## src/rtl/enemy_pkg.sv

```systemverilog
// Shared definitions for the enemy formation renderer.
//   state_t  : formation motion states
//   rgb_t    : 24-bit packed colour {R,G,B}
//   FRAME0/1 : the two 8x8 walk-cycle bitmaps, row 0 first, MSB = leftmost pixel
package enemy_pkg;

  typedef enum logic [1:0] {MARCH_R, MARCH_L, HALT} state_t;

  typedef logic [23:0] rgb_t;

  typedef logic [7:0] bitmap_t [8];

  localparam bitmap_t FRAME0 = '{8'h3C, 8'h7E, 8'hFF, 8'hCF, 8'hFF, 8'h24, 8'h5A, 8'hA5};
  localparam bitmap_t FRAME1 = '{8'h3C, 8'h7E, 8'hFF, 8'hCF, 8'hFF, 8'h24, 8'h42, 8'h81};

endpackage

```

## src/rtl/enemy_formation_renderer_if.sv

```systemverilog
// Pixel / control bus between the VGA timing side and the formation renderer.
//   master : timing/collision side, drives counters, frame_tick and kill requests
//   slave  : renderer, returns the pixel colour and formation status
interface enemy_formation_renderer_if #(parameter int N_ENEMIES = 8);
  logic                 frame_tick;
  logic [9:0]           h_counter;
  logic [9:0]           v_counter;
  logic                 kill_valid;
  logic [3:0]           kill_idx;
  logic [7:0]           R;
  logic [7:0]           G;
  logic [7:0]           B;
  logic                 sprite_on;
  logic [N_ENEMIES-1:0] alive_mask;
  logic                 all_dead;
  logic                 halted;

  modport master (
    output frame_tick, h_counter, v_counter, kill_valid, kill_idx,
    input  R, G, B, sprite_on, alive_mask, all_dead, halted
  );

  modport slave (
    input  frame_tick, h_counter, v_counter, kill_valid, kill_idx,
    output R, G, B, sprite_on, alive_mask, all_dead, halted
  );
endinterface

```

## src/rtl/sprite_bitmap_rom.sv

```systemverilog
// Combinational 8x8 sprite lookup, two animation frames.
//   frame : animation frame select
//   row   : bitmap row 0..7 (top to bottom)
//   col   : bitmap column 0..7 (left to right)
//   pix   : 1 when the pixel is lit
module sprite_bitmap_rom
  import enemy_pkg::*;
(
  input  logic       frame,
  input  logic [2:0] row,
  input  logic [2:0] col,
  output logic       pix
);
  logic [7:0] line;

  always_comb begin
    line = frame ? FRAME1[row] : FRAME0[row];
    pix  = line[3'd7 - col];  // MSB is the leftmost column
  end
endmodule

```

## src/rtl/enemy_formation_renderer.sv

```systemverilog
// Renders a row of N_ENEMIES scaled 8x8 aliens and owns the formation motion.
//   clk, reset : pixel clock, synchronous active-high reset
//   bus        : slave side of enemy_formation_renderer_if
//                in : frame_tick, h_counter, v_counter, kill_valid, kill_idx
//                out: R, G, B, sprite_on (1-cycle latency), alive_mask, all_dead, halted
module enemy_formation_renderer
  import enemy_pkg::*;
#(
  parameter int   N_ENEMIES = 8,
  parameter int   SCALE     = 3,
  parameter int   SPACING   = 32,
  parameter int   START_X   = 100,
  parameter int   START_Y   = 60,
  parameter int   STEP_X    = 2,
  parameter int   DROP_Y    = 8,
  parameter int   X_MIN     = 8,
  parameter int   X_MAX     = 632,
  parameter int   Y_LIMIT   = 400,
  parameter int   ANIM_DIV  = 16,
  parameter rgb_t COLOR     = 24'hFFFFFF
) (
  input logic clk,
  input logic reset,
  enemy_formation_renderer_if.slave bus
);
  localparam int SPR    = 8 * SCALE;
  localparam int W      = (N_ENEMIES - 1) * SPACING + SPR;
  localparam int LOG_SP = $clog2(SPACING);
  localparam int ACW    = (ANIM_DIV > 1) ? $clog2(ANIM_DIV) : 1;

  state_t               state_q, state_d;
  logic [9:0]           x_q, x_d, y_q, y_d;
  logic [N_ENEMIES-1:0] alive_q, alive_d;
  logic                 all_dead_q, halted_q, halted_d;
  logic [ACW-1:0]       anim_cnt_q, anim_cnt_d;
  logic                 anim_frame_q, anim_frame_d;
  logic                 dropped;

  // Motion / animation next state. all_dead_q is the registered flag, so the
  // decision sees the mask as it was before any kill landing this cycle.
  always_comb begin
    state_d      = state_q;
    x_d          = x_q;
    y_d          = y_q;
    halted_d     = halted_q;
    anim_cnt_d   = anim_cnt_q;
    anim_frame_d = anim_frame_q;
    dropped      = 1'b0;
    if (bus.frame_tick) begin
      case (state_q)
        MARCH_R: begin
          if (all_dead_q) state_d = HALT;
          else if (int'(x_q) + STEP_X + W > X_MAX) begin
            y_d     = y_q + 10'(DROP_Y);
            state_d = MARCH_L;
            dropped = 1'b1;
          end else x_d = x_q + 10'(STEP_X);
        end
        MARCH_L: begin
          if (all_dead_q) state_d = HALT;
          else if (int'(x_q) < X_MIN + STEP_X) begin
            y_d     = y_q + 10'(DROP_Y);
            state_d = MARCH_R;
            dropped = 1'b1;
          end else x_d = x_q - 10'(STEP_X);
        end
        default: ;
      endcase
      if (dropped && int'(y_d) + SPR >= Y_LIMIT) begin
        state_d  = HALT;
        halted_d = 1'b1;
      end
      if (state_q != HALT) begin
        if (int'(anim_cnt_q) == ANIM_DIV - 1) begin
          anim_cnt_d   = '0;
          anim_frame_d = ~anim_frame_q;
        end else anim_cnt_d = anim_cnt_q + 1'b1;
      end
    end
  end

  always_comb begin
    alive_d = alive_q;
    if (bus.kill_valid && int'(bus.kill_idx) < N_ENEMIES)
      alive_d = alive_q & ~(N_ENEMIES'(1) << bus.kill_idx);
  end

  // Pixel hit test against the current position
  logic signed [10:0] dx, dy;
  logic [9:0]         dxu, dyu;
  logic [LOG_SP-1:0]  lane;
  logic [2:0]         rom_row, rom_col;
  logic               rom_pix, alive_bit, hit;

  always_comb begin
    dx        = $signed({1'b0, bus.h_counter}) - $signed({1'b0, x_q});
    dy        = $signed({1'b0, bus.v_counter}) - $signed({1'b0, y_q});
    dxu       = dx[9:0];
    dyu       = dy[9:0];
    lane      = dxu[LOG_SP-1:0];
    rom_row   = 3'(int'(dyu) / SCALE);
    rom_col   = 3'(int'(lane) / SCALE);
    alive_bit = |(alive_q & (N_ENEMIES'(1) << (int'(dxu) / SPACING)));
    hit       = !dx[10] && !dy[10] && int'(dxu) < W && int'(dyu) < SPR &&
                int'(lane) < SPR && alive_bit && rom_pix;
  end

  sprite_bitmap_rom u_rom (
    .frame (anim_frame_q),
    .row   (rom_row),
    .col   (rom_col),
    .pix   (rom_pix)
  );

  always_ff @(posedge clk) begin
    if (reset) begin
      state_q      <= MARCH_R;
      x_q          <= 10'(START_X);
      y_q          <= 10'(START_Y);
      alive_q      <= '1;
      all_dead_q   <= 1'b0;
      halted_q     <= 1'b0;
      anim_cnt_q   <= '0;
      anim_frame_q <= 1'b0;
      bus.R        <= '0;
      bus.G        <= '0;
      bus.B        <= '0;
      bus.sprite_on <= 1'b0;
    end else begin
      state_q      <= state_d;
      x_q          <= x_d;
      y_q          <= y_d;
      alive_q      <= alive_d;
      all_dead_q   <= (alive_d == '0);
      halted_q     <= halted_d;
      anim_cnt_q   <= anim_cnt_d;
      anim_frame_q <= anim_frame_d;
      bus.R        <= hit ? COLOR[23:16] : 8'd0;
      bus.G        <= hit ? COLOR[15:8]  : 8'd0;
      bus.B        <= hit ? COLOR[7:0]   : 8'd0;
      bus.sprite_on <= hit;
    end
  end

  assign bus.alive_mask = alive_q;
  assign bus.all_dead   = all_dead_q;
  assign bus.halted     = halted_q;
endmodule
```

## src/flat_wrapper.sv

```systemverilog
// flat-port wrapper written by rule: the top's interface ports become plain ports
module enemy_formation_renderer_flat import enemy_pkg::*;
#(
  parameter int   N_ENEMIES = 8,
  parameter int   SCALE     = 3,
  parameter int   SPACING   = 32,
  parameter int   START_X   = 100,
  parameter int   START_Y   = 60,
  parameter int   STEP_X    = 2,
  parameter int   DROP_Y    = 8,
  parameter int   X_MIN     = 8,
  parameter int   X_MAX     = 632,
  parameter int   Y_LIMIT   = 400,
  parameter int   ANIM_DIV  = 16,
  parameter rgb_t COLOR     = 24'hFFFFFF
)
  (clk, reset, bus_frame_tick, bus_h_counter, bus_v_counter, bus_kill_valid, bus_kill_idx, bus_R, bus_G, bus_B, bus_sprite_on, bus_alive_mask, bus_all_dead, bus_halted);
  enemy_formation_renderer_if #(.N_ENEMIES(N_ENEMIES)) bus_i ();
  input logic clk;
  input logic reset;
  input wire logic [$bits(bus_i.frame_tick)-1:0] bus_frame_tick;
  input wire logic [$bits(bus_i.h_counter)-1:0] bus_h_counter;
  input wire logic [$bits(bus_i.v_counter)-1:0] bus_v_counter;
  input wire logic [$bits(bus_i.kill_valid)-1:0] bus_kill_valid;
  input wire logic [$bits(bus_i.kill_idx)-1:0] bus_kill_idx;
  output wire logic [$bits(bus_i.R)-1:0] bus_R;
  output wire logic [$bits(bus_i.G)-1:0] bus_G;
  output wire logic [$bits(bus_i.B)-1:0] bus_B;
  output wire logic [$bits(bus_i.sprite_on)-1:0] bus_sprite_on;
  output wire logic [$bits(bus_i.alive_mask)-1:0] bus_alive_mask;
  output wire logic [$bits(bus_i.all_dead)-1:0] bus_all_dead;
  output wire logic [$bits(bus_i.halted)-1:0] bus_halted;
  assign bus_i.frame_tick = bus_frame_tick;
  assign bus_i.h_counter = bus_h_counter;
  assign bus_i.v_counter = bus_v_counter;
  assign bus_i.kill_valid = bus_kill_valid;
  assign bus_i.kill_idx = bus_kill_idx;
  assign bus_R = bus_i.R;
  assign bus_G = bus_i.G;
  assign bus_B = bus_i.B;
  assign bus_sprite_on = bus_i.sprite_on;
  assign bus_alive_mask = bus_i.alive_mask;
  assign bus_all_dead = bus_i.all_dead;
  assign bus_halted = bus_i.halted;
  enemy_formation_renderer #(.N_ENEMIES(N_ENEMIES), .SCALE(SCALE), .SPACING(SPACING), .START_X(START_X), .START_Y(START_Y), .STEP_X(STEP_X), .DROP_Y(DROP_Y), .X_MIN(X_MIN), .X_MAX(X_MAX), .Y_LIMIT(Y_LIMIT), .ANIM_DIV(ANIM_DIV), .COLOR(COLOR)) u_core (.clk(clk), .reset(reset), .bus(bus_i));
endmodule
```

## config.mk

```make
export PLATFORM = sky130hd
export DESIGN_NAME = enemy_formation_renderer_flat
export DESIGN_NICKNAME = d
export VERILOG_FILES = /design/src/rtl/enemy_pkg.sv /design/src/rtl/enemy_formation_renderer_if.sv /design/src/rtl/sprite_bitmap_rom.sv /design/src/rtl/enemy_formation_renderer.sv /design/src/flat_wrapper.sv
export SDC_FILE = /design/constraint.sdc
export NUM_CORES = 1
export LEC_CHECK = 0
export ABC_AREA = 1
export BUFFER_PORTS_ARGS = -buffer_cell sky130_fd_sc_hd__buf_4
export CORE_MARGIN = 3
export CORE_UTILIZATION = 54
export DETAILED_ROUTE_END_ITERATION = 8
export PLACE_DENSITY = 0.78
export SLEW_MARGIN = 10
export SYNTH_ARGS = -nofsm -noshare
export SYNTH_HDL_FRONTEND = slang
export SYNTH_SLANG_ARGS = --single-unit
```

## constraint.sdc

```tcl
create_clock -name clk -period 6.8 [get_ports clk]
set_input_delay 1.02 -clock clk [delete_from_list [all_inputs] [get_ports clk]]
set_output_delay 1.02 -clock clk [all_outputs]
set_load 0.02 [all_outputs]
```

### Yosys cells after proc, flatten, opt, wreduce, memory -nomap -nowiden

Memories as Yosys holds them, arrays and structs flattened.
Index checks and enable logic that the tools add are counted.

| word-level totals | value |
|---|---|
| register bits | 46 |
| bits in latches | 0 |
| memory bits (writable) | 0 |
| memory bits (read-only) | 128 |
| input port bits | 28 |
| word-level logic and storage cells | 102 |
| memories | 2 |

Memories:

| name | depth | width | rd ports | clocked after memory_dff | write ports | RTL line | text |
|---|---|---|---|---|---|---|---|
| (no name shown) | 8 | 8 | 1 | 0 | 0 | sprite_bitmap_rom.sv:17 | `line = frame ? FRAME1[row] : FRAME0[row];` |
| (no name shown) | 8 | 8 | 1 | 0 | 0 | sprite_bitmap_rom.sv:17 |  |

| operators by class | value |
|---|---|
| add/subtract/negate cells | 10 |
| multipliers | 0 |
| divide/modulo/power cells | 2 |
| magnitude comparators | 9 |
| equality and inequality tests | 9 |
| shift-type cells | 2 |
| multiplexer cells | 33 |
| bitwise logic cells | 5 |
| reductions and logical operators | 20 |

Operator list:

| operator | number |
|---|---|
| $mux 10 | 9 |
| $mux 8 | 7 |
| $pmux 10 s2 | 2 |
| $add 32x9->32 const B | 1 |
| $div 11x3->32 const B | 1 |
| $div 6x3->32 const B | 1 |
| $ge 32x10->1 const B | 1 |
| $gt 32x11->1 const B | 1 |
| $sub 10x10->11 | 2 |
| $and 8x8->8 | 2 |
| $add 10x2->11 const B | 1 |
| $add 10x5->11 const B | 1 |
| $add 10x2->10 const B | 1 |
| $add 10x4->10 const B | 1 |
| $lt 10x4->1 const B | 1 |
| $lt 10x5->1 const B | 1 |
| $lt 10x8->1 const B | 1 |
| $mux 2 | 5 |
| $ne 2x2->1 const B | 5 |
| $sub 10x2->10 const B | 1 |
| $logic_and 1x1->1 | 8 |
| $logic_not 8->1 | 1 |
| $ne 4x1->1 const B | 2 |
| $not 8->8 | 1 |
| 26 further kinds | 33 |

### Depth between registers and ports, before layout

Gate-level depths: netlist (run 1).

| depth | value |
|---|---|
| depth in word-level cells | 12 |
| gate-level depth with buffers | 61 |

### By module

A second synthesis (run 1) with hierarchy kept.

| second synthesis, totals | value |
|---|---|
| cell total of the unflattened synthesis | 725 |
| area total of the unflattened synthesis | 4515.6 um^2 |

By module, submodules not included:

| module | times used | cells an instance | area an instance (um^2) | seq. area each (um^2) |
|---|---|---|---|---|
| enemy_formation_renderer | 1 | 684 | 4301.6 | 680.7 |
| sprite_bitmap_rom | 1 | 41 | 214.0 | 0.0 |

### Worst setup path before layout (run 1)

No wires, ideal clock.

| path | value |
|---|---|
| kind | input to register |
| start point | input bus_v_counter[8] |
| end point | register u_core.bus.R[6] |
| library setup time | 0.114 ns |
| arrival time | 6.372 ns |
| setup slack | 0.314 ns |
| cell stages on the path | 45 |
| path buffers | 0 |
| path through | ha_1 > nand2_1 > inv_1 > a21oi_1 > nand3_1 > nand2_2 > inv_2 > ha_1 > nand3b_1 > nand2_2 > nand3_2 > a21oi_4 > nand3_2 > nand2_1 > nand2_2 > nor2_2 > nand3_2 > nand2_2 > [... 9 more ...] > nand2_1 > inv_2 > ha_1 > nor2_2 > nand3_2 > nor2_4 > nand2_4 > o21ai_2 > nand2_1 > nor2_1 > nand3_1 > nor2_1 > ha_1 > or2_2 > nand3_1 > nand3_1 > a21oi_1 > nor2_1 |

| on the way | value |
|---|---|
| cells in the longest elaborated chain, start to end | 11 |
| elaborated cells between the ends (all ways) | 21 |
| classes of those cells | add/sub (1); div (1); order compare (1); mux (8); bitwise (1); reduce/logical (7); memory (2) |

RTL lines:

| item | RTL line | text |
|---|---|---|
| start, declared | flat_wrapper.sv:23 | `input wire logic [$bits(bus_i.v_counter)-1:0] bus_v_counter;` |
| $sub 10x10->11 * | enemy_formation_renderer.sv:97 | `dy = $signed({1'b0, bus.v_counter}) - $signed({1'b0, y_q});` |
| $div 11x3->32 | enemy_formation_renderer.sv:101 | `rom_row = 3'(int'(dyu) / SCALE);` |
| $not 3->4 (implied by the code) | sprite_bitmap_rom.sv:17 |  |
| $mem_v2 8x8 | - |  |
| $mux 8 (implied by the code) (2 in a row) | sprite_bitmap_rom.sv:17 |  |
| $mux 8 | sprite_bitmap_rom.sv:17 |  |
| $bmux 1 s3 | sprite_bitmap_rom.sv:18 | `pix = line[3'd7 - col];` |
| $mux 1 (implied by the code) | sprite_bitmap_rom.sv:18 |  |
| $logic_and 1x1->1 * | enemy_formation_renderer.sv:105 | `int'(lane) < SPR && alive_bit && rom_pix;` |
| $mux 8 * | enemy_formation_renderer.sv:138 | `bus.R <= hit ? COLOR[23:16] : 8'd0;` |
| end signal, assigned | enemy_formation_renderer.sv:138 |  |
| end, declared | enemy_formation_renderer_if.sv:25 | `output R, G, B, sprite_on, alive_mask, all_dead, halted` |

Mark *: on every way between the ends. The rest lies on a longest branch, timed or not. The select of a mux whose other input is x is not followed.
A chain may end at the register's enable or synchronous reset.

### Final worst setup path (run 1)

| path | value |
|---|---|
| start point | input bus_v_counter[5] |
| end point | register u_core.bus.R[6] |

The elaborated chain is that of the path after synthesis.

==> results of run 1 <==
flip-flops by register name (all words and copies together) (netlist names):
register,flops
u_core.x_q,9
u_core.state_q,2
u_core.anim_frame_q,1
u_core.y_q,7
u_core.bus.alive_mask,8
u_core.bus.halted,1
u_core.bus.R,1
u_core.bus.all_dead,1
u_core.anim_cnt_q,4
worst max-delay path, delay by kind of cell:
| family | cells | cell delay (ns) |
|---|---|---|
| and+or+nand+nor | 37 | 4.21 |
| adders and majority gates | 4 | 0.92 |
| AOI/OAI and AO/OA | 3 | 0.50 |
| buffers and inverters | 3 | 0.22 |
routing by layer:
metal / vias to the layer above / share of wire [%] / GRT usage (%)
met1: 2470 / 42 / 29.52
met2: 172 / 51 / 44.14
li1: 2693 / - / -
met5: - / 0 / 0
met3: 29 / 4.7 / 2.293
met4: 0 / 2.1 / 5.285
repair_timing:
action	in CTS	in global routing
buffers inserted	0	18
setup endpoints to repair	0	1
gates resized for setup	0	89
area by class of cell:
cell class                 count  area [um2]  area share [%]
inverter                     141       531.8           9.029
multi-input combinational    578        3741           63.52
tap                          105       131.4           2.231
timing repair buffer          94       728.2           12.36
sequential                    34       680.7           11.56
clock buffer                   7       76.32           1.296
per-stage QoR:
step	TNS [ns]	std cells	area, um2
6_report	0	959	5889
5_1_grt	-0.3489	959	5889
4_1_cts	0	940	5360
3_5_place_dp	-0.2815	933	5284
3_3_place_gp	-0.08458	933	5284
2_1_floorplan	0	782	4792
path summary, 6_finish.rpt:
path,start,to
setup / recovery,bus_v_counter[5],u_core.bus.R[6]
hold / removal,u_core.bus.halted,u_core.bus.halted
setup reg to reg,u_core.y_q[5],u_core.bus.R[6]
hold reg to reg,u_core.bus.halted,u_core.bus.halted
cell usage in the layout (no fill, tap or decap), types with 14 or more instances in the layout:
cell | synthesis | routed
nand2_1 | 149 | 130
inv_1 | 130 | 127
buf_4 | 26 | 89
nor2_1 | 67 | 59
o21ai_0 | 61 | 59
a21oi_1 | 57 | 53
nand3_1 | 56 | 45
dfxtp_1 | 34 | 34
nand2_2 | 18 | 30
ha_1 | 36 | 28
xor2_1 | 25 | 25
nand3_2 | 10 | 17
nand4_1 | 14 | 14
kinds of logic after synthesis:
logic type / share of synthesized area, %
buf+inv: 15.48
flops: 14.20
fa+ha+maj: 10.65
mux: 0.2089
simple gates: 35.51
compound gates: 18.46
xor+xnor: 5.483
==> flow_summary.ini, run 1 <==
[outcome]
status = completed

[floorplan]
rows = 33
die_w_um = 100.2
core-area_mm2 = 0.008423
design.die.area_mm2 = 0.01004
io_pins = 63
fp.dieH_um = 100.2
initial_core_util_pct = 56.89

[drt]
wl_per_cell_um = 13.92
drtAntennaViolNets = 0
vias_per_cell = 5.593
drt_wl_total_mm = 13.35
first_pass_iters = 5
num_vias = 5364
drt_iter0_drc = 281
drc = 0

[clock_network]
clock_latency_ns = 0.29
cts_buffers = 5
ctsHtreeMaxLevel = 2
cts.sinks = 34
clk_pin_slew_worst_paths_ns = 0.07
cts_tree = done
cts_buffer_depth = 2
cts_root_buf = clkbuf_8
ctsHoldBuffers = 0

[placement]
io_buffers = 62
dp_hpwl_mm = 9.853
dpl_worst_slack_ns = -0.2815
place.gp.congestion = 0.9429

[sta]
fmax_mhz = 149.6
setup_viol = 0
clock_skew_ns = 0.009390
rsz0062_at_grt = yes
period_minus_slack_ns = 6.686
period_share_pct = 98.32
worst_slack_ns = 0.1140
max_slew.worst_pin.slew_ns = 0.7113
finalMaxSlewViolations = 0
hold_viol = 0
whs_ns = 0.4558
maxSlewHeadroom_pct = 52.52

[logic_synthesis]
synth_common_cells = 149 x nand2_1, 130 x inv_1, 67 x nor2_1
avgSynthCellArea_um2 = 6.128
netlist_instances = 782
yosys_warnings = 0
synth_seq_cells = 34
synth_area_mm2 = 0.004792
ys.flop_type = dfxtp_1
synth-async-reset-ratio_pct = 0
synth_area_leaders = dfxtp_1 14%, nand2_1 12%, inv_1 10%
synth_most_common_cell = nand2_1
post-synth-top-area-cell = dfxtp_1
ys_types = 54
ys_seq_area_share_pct = 14.20
synth_nets = 849
synth_top_area_share_pct = 14.20
synth_enable_flop_cells = 0

[critical_path]
reg2regPathDepth = 47
crit_path_frequent_cell = nand2_2
cpMaxStageDelayCell = ha_4
cp-start-kind = primary input
end_kind = register
path_class = in2reg
r2r_slack_ns = 0.28
cp.required_ns = 6.98
slowest_delay_ns = 0.30
arrival_ns = 6.87
worstPathMaxFanout = 7

[finish]
final_nets = 921
final_core_util_pct = 69.92
layout-drive-gt1-share_pct = 25.76
area_growth_pct = 22.90
fillers = 710
diodes = 0

[global_route]
grt_overflow_total = 0
antenna_found_initial = 0
grt_pass1_wl_mm = 20.24
grt_util_all_layers_pct = 23.79
grt_max_degree = 26
grt_pass1_vias = 4787

[worst_hold_path]
holdPathStages = 2
hold_class = reg2reg

[job]
drv_cap = 0
Power of run 1 is not shown: default switching activity piles up to over one toggle a cycle in this logic, so the estimate is an artifact.
==> run 2, diff against run 1 <==
--- a/config.mk
+++ b/config.mk
@@ -10,8 +10,9 @@
 export CORE_MARGIN = 3
 export CORE_UTILIZATION = 54
 export DETAILED_ROUTE_END_ITERATION = 8
-export PLACE_DENSITY = 0.78
+export PLACE_DENSITY = 0.79
 export SLEW_MARGIN = 10
 export SYNTH_ARGS = -nofsm -noshare
 export SYNTH_HDL_FRONTEND = slang
+export SYNTH_HIERARCHICAL = 1
 export SYNTH_SLANG_ARGS = --single-unit
==> run 2 against run 1 <==
The flow now finishes with violations (negative setup slack); highest routed layer unchanged; routed wire length grew 23%; sequential share of layout area is 0.87 points lower; sequential cell count unchanged; fmax shrank 21%; die area decreased by 5.4%; non-clock buffer count increased by 88; critical path depth rose by 13; design area increased by 8.2%; worst setup slack worse by 1.7 ns; final cell count is 2.7% higher; critical path type unchanged; synthesized cell count fell by 7.3%.
==> flow_summary.ini, run 2 <==
[worst_hold_path]
min_to = u_core/bus.halted
holdPathStages = 1
hp-start = u_core/bus.halted
hold_class = reg2reg

[placement]
placedInstanceArea_mm2 = 0.005523
io_buffers = 62
dpl_worst_slack_ns = -1.042
dp_hpwl_mm = 10.05
place.gp.congestion = 0.9280

[global_route]
grt_pass1_wl_mm = 23.64
grt_pass1_vias = 5291
grt_max_degree = 26
grt_util_all_layers_pct = 29.06
antenna_found_initial = 0
grt_overflow_total = 0

[floorplan]
rows = 32
initial_core_util_pct = 56.96
core-area_mm2 = 0.007928
io_pins = 63
design.die.area_mm2 = 0.009496
die_w_um = 97.45
fp.dieH_um = 97.45

[clock_network]
clk_pin_slew_worst_paths_ns = 0.08
cts_root_buf = clkbuf_8
clock_latency_ns = 0.30
ctsHtreeMaxLevel = 2
cts_buffers = 5
cts_tree = done
cts_buffer_depth = 2
ctsHoldBuffers = 0
cts.sinks = 34

[logic_synthesis]
synth_mux_area_share_pct = 0.2217
ys_types = 51
yosys_warnings = 6
post-synth-top-area-cell = dfxtp_1
avgSynthCellArea_um2 = 6.228
synth_top_family_by_area = simple AND/OR/NAND/NOR gates
synth_area_mm2 = 0.004516
synth_nets = 792
ys_seq_area_share_pct = 15.07
synth-xor-area-share_pct = 4.655
ys.flop_type = dfxtp_1
synth-adder-area-share_pct = 11.31
synth_area_leaders = dfxtp_1 15%, nand2_1 12%, ha_1 10%
synth_common_cells = 150 x nand2_1, 112 x inv_1, 62 x nor2_1
synth_seq_cells = 34
synth-compound-area-share_pct = 16.90
synthSimpleGateAreaFrac_pct = 36.85
synth_most_common_cell = nand2_1
synth-async-reset-ratio_pct = 0
synth_top_area_share_pct = 15.07
synth_enable_flop_cells = 0
netlist_instances = 725

[drt]
drt_wl_total_mm = 16.48
drc = 0
vias_per_cell = 5.898
first_pass_iters = 8
num_vias = 5810
drtAntennaViolNets = 0
drt_iter0_drc = 525
wl_per_cell_um = 16.73

[critical_path]
critPathLaunch = bus_v_counter[3]
r2r_slack_ns = -1.21
r2r_start = u_core/y_q[7]
slowest_delay_ns = 0.40
worstPathMaxFanout = 8
crit_path_frequent_cell = nand2_2
arrival_ns = 8.60
reg2regPathDepth = 58
cpMaxStageDelayCell = fa_2
end_kind = register
cp.required_ns = 6.98
path_class = in2reg
worstReg2RegEnd = u_core/bus.B[6]
cp-start-kind = primary input

[finish]
layout-drive-gt1-share_pct = 34.54
fin_area_mm2 = 0.006370
final_cell_mix = 178 x buf_4, 116 x nand2_1, 107 x inv_1, 60 x nor2_1, 51 x a21oi_1
layout_commonest_cell = buf_4
top_register = u_core/x_q
final_nets = 949
largest_register_ffs = 9
final_core_util_pct = 80.35
area_growth_pct = 41.06
fillers = 513
diodes = 0

[sta]
whs_ns = 0.4822
hold_viol = 0
clock_skew_ns = 0.006565
fmax_mhz = 118.8
setup_viol = 1
maxSlewHeadroom_pct = 50.49
finalMaxSlewViolations = 0
worst_slack_ns = -1.618
period_share_pct = 123.8
period_minus_slack_ns = 8.418
rsz0062_at_grt = yes
max_slew.worst_pin.slew_ns = 0.7416

[outcome]
status = finished with violations
failed_checks = negative setup slack

[job]
drv_cap = 0
## run 2: cells by family after synthesis
| kind of cell | after synthesis |
|---|---|
| buffers and inverters | 154 |
| and+or+nand+nor | 338 |
| adders and majority gates | 39 |
| DFF | 34 |
| AOI/OAI and AO/OA | 135 |
| xor gates and xnor gates | 24 |
| muxes | 1 |
## run 2: worst max-delay path, delay by kind of cell
family	cells	cell delay, ns
simple gates	45	5.12
compound gates	6	1.03
fa+ha+maj	4	0.93
buf+inv	5	0.46
## run 2: how the worst max path moves through the flow
stage | endpoint | slack, ns | depth (start not counted)
final | u_core/bus.B[6] | -1.62 | 60
after global routing | u_core/bus.B[6] | -1.98 | 60
after CTS | u_core/bus.B[6] | -0.61 | 61
after detailed placement | u_core/bus.B[6] | -1.04 | 59
after global placement | u_core/bus.B[6] | -0.62 | 60
after floorplan | u_core/bus.B[6] | -0.26 | 58
## run 2: final cells by class
cell class                      instances  area, um2  area share (%)
Timing Repair Buffer                  182       1389           21.80
Inverter                              122      462.9           7.268
Sequential cell                        34      680.7           10.69
Clock buffer                            6      82.58           1.296
Clock inverter                          2      12.51          0.1964
Tap cell                              102      127.6           2.004
Multi-Input combinational cell        537       3615           56.75
## run 2: metrics by stage
step / TNS, ns / std cells
after floorplan: -0.2643 / 725
after global placement: -0.6233 / 923
after detailed placement: -1.042 / 923
after CTS: -0.6129 / 970
after global routing: -1.978 / 985
final: -1.618 / 985
## run 2: per-layer routing
layer / track usage, % / wire length, um
met1: 33.00 / 5912
met2: 53.03 / 8154
met3: 4.666 / 1239
met4: 12.89 / 1177
met5: 0 / 0
## run 2: timing repair
action / in CTS / in global routing
setup endpoints to repair: 1 / 1
pin swaps: 65 / 53
buffers inserted: 40 / 15
resized for setup: 52 / 29
Power of run 2 is left out for the same reason.
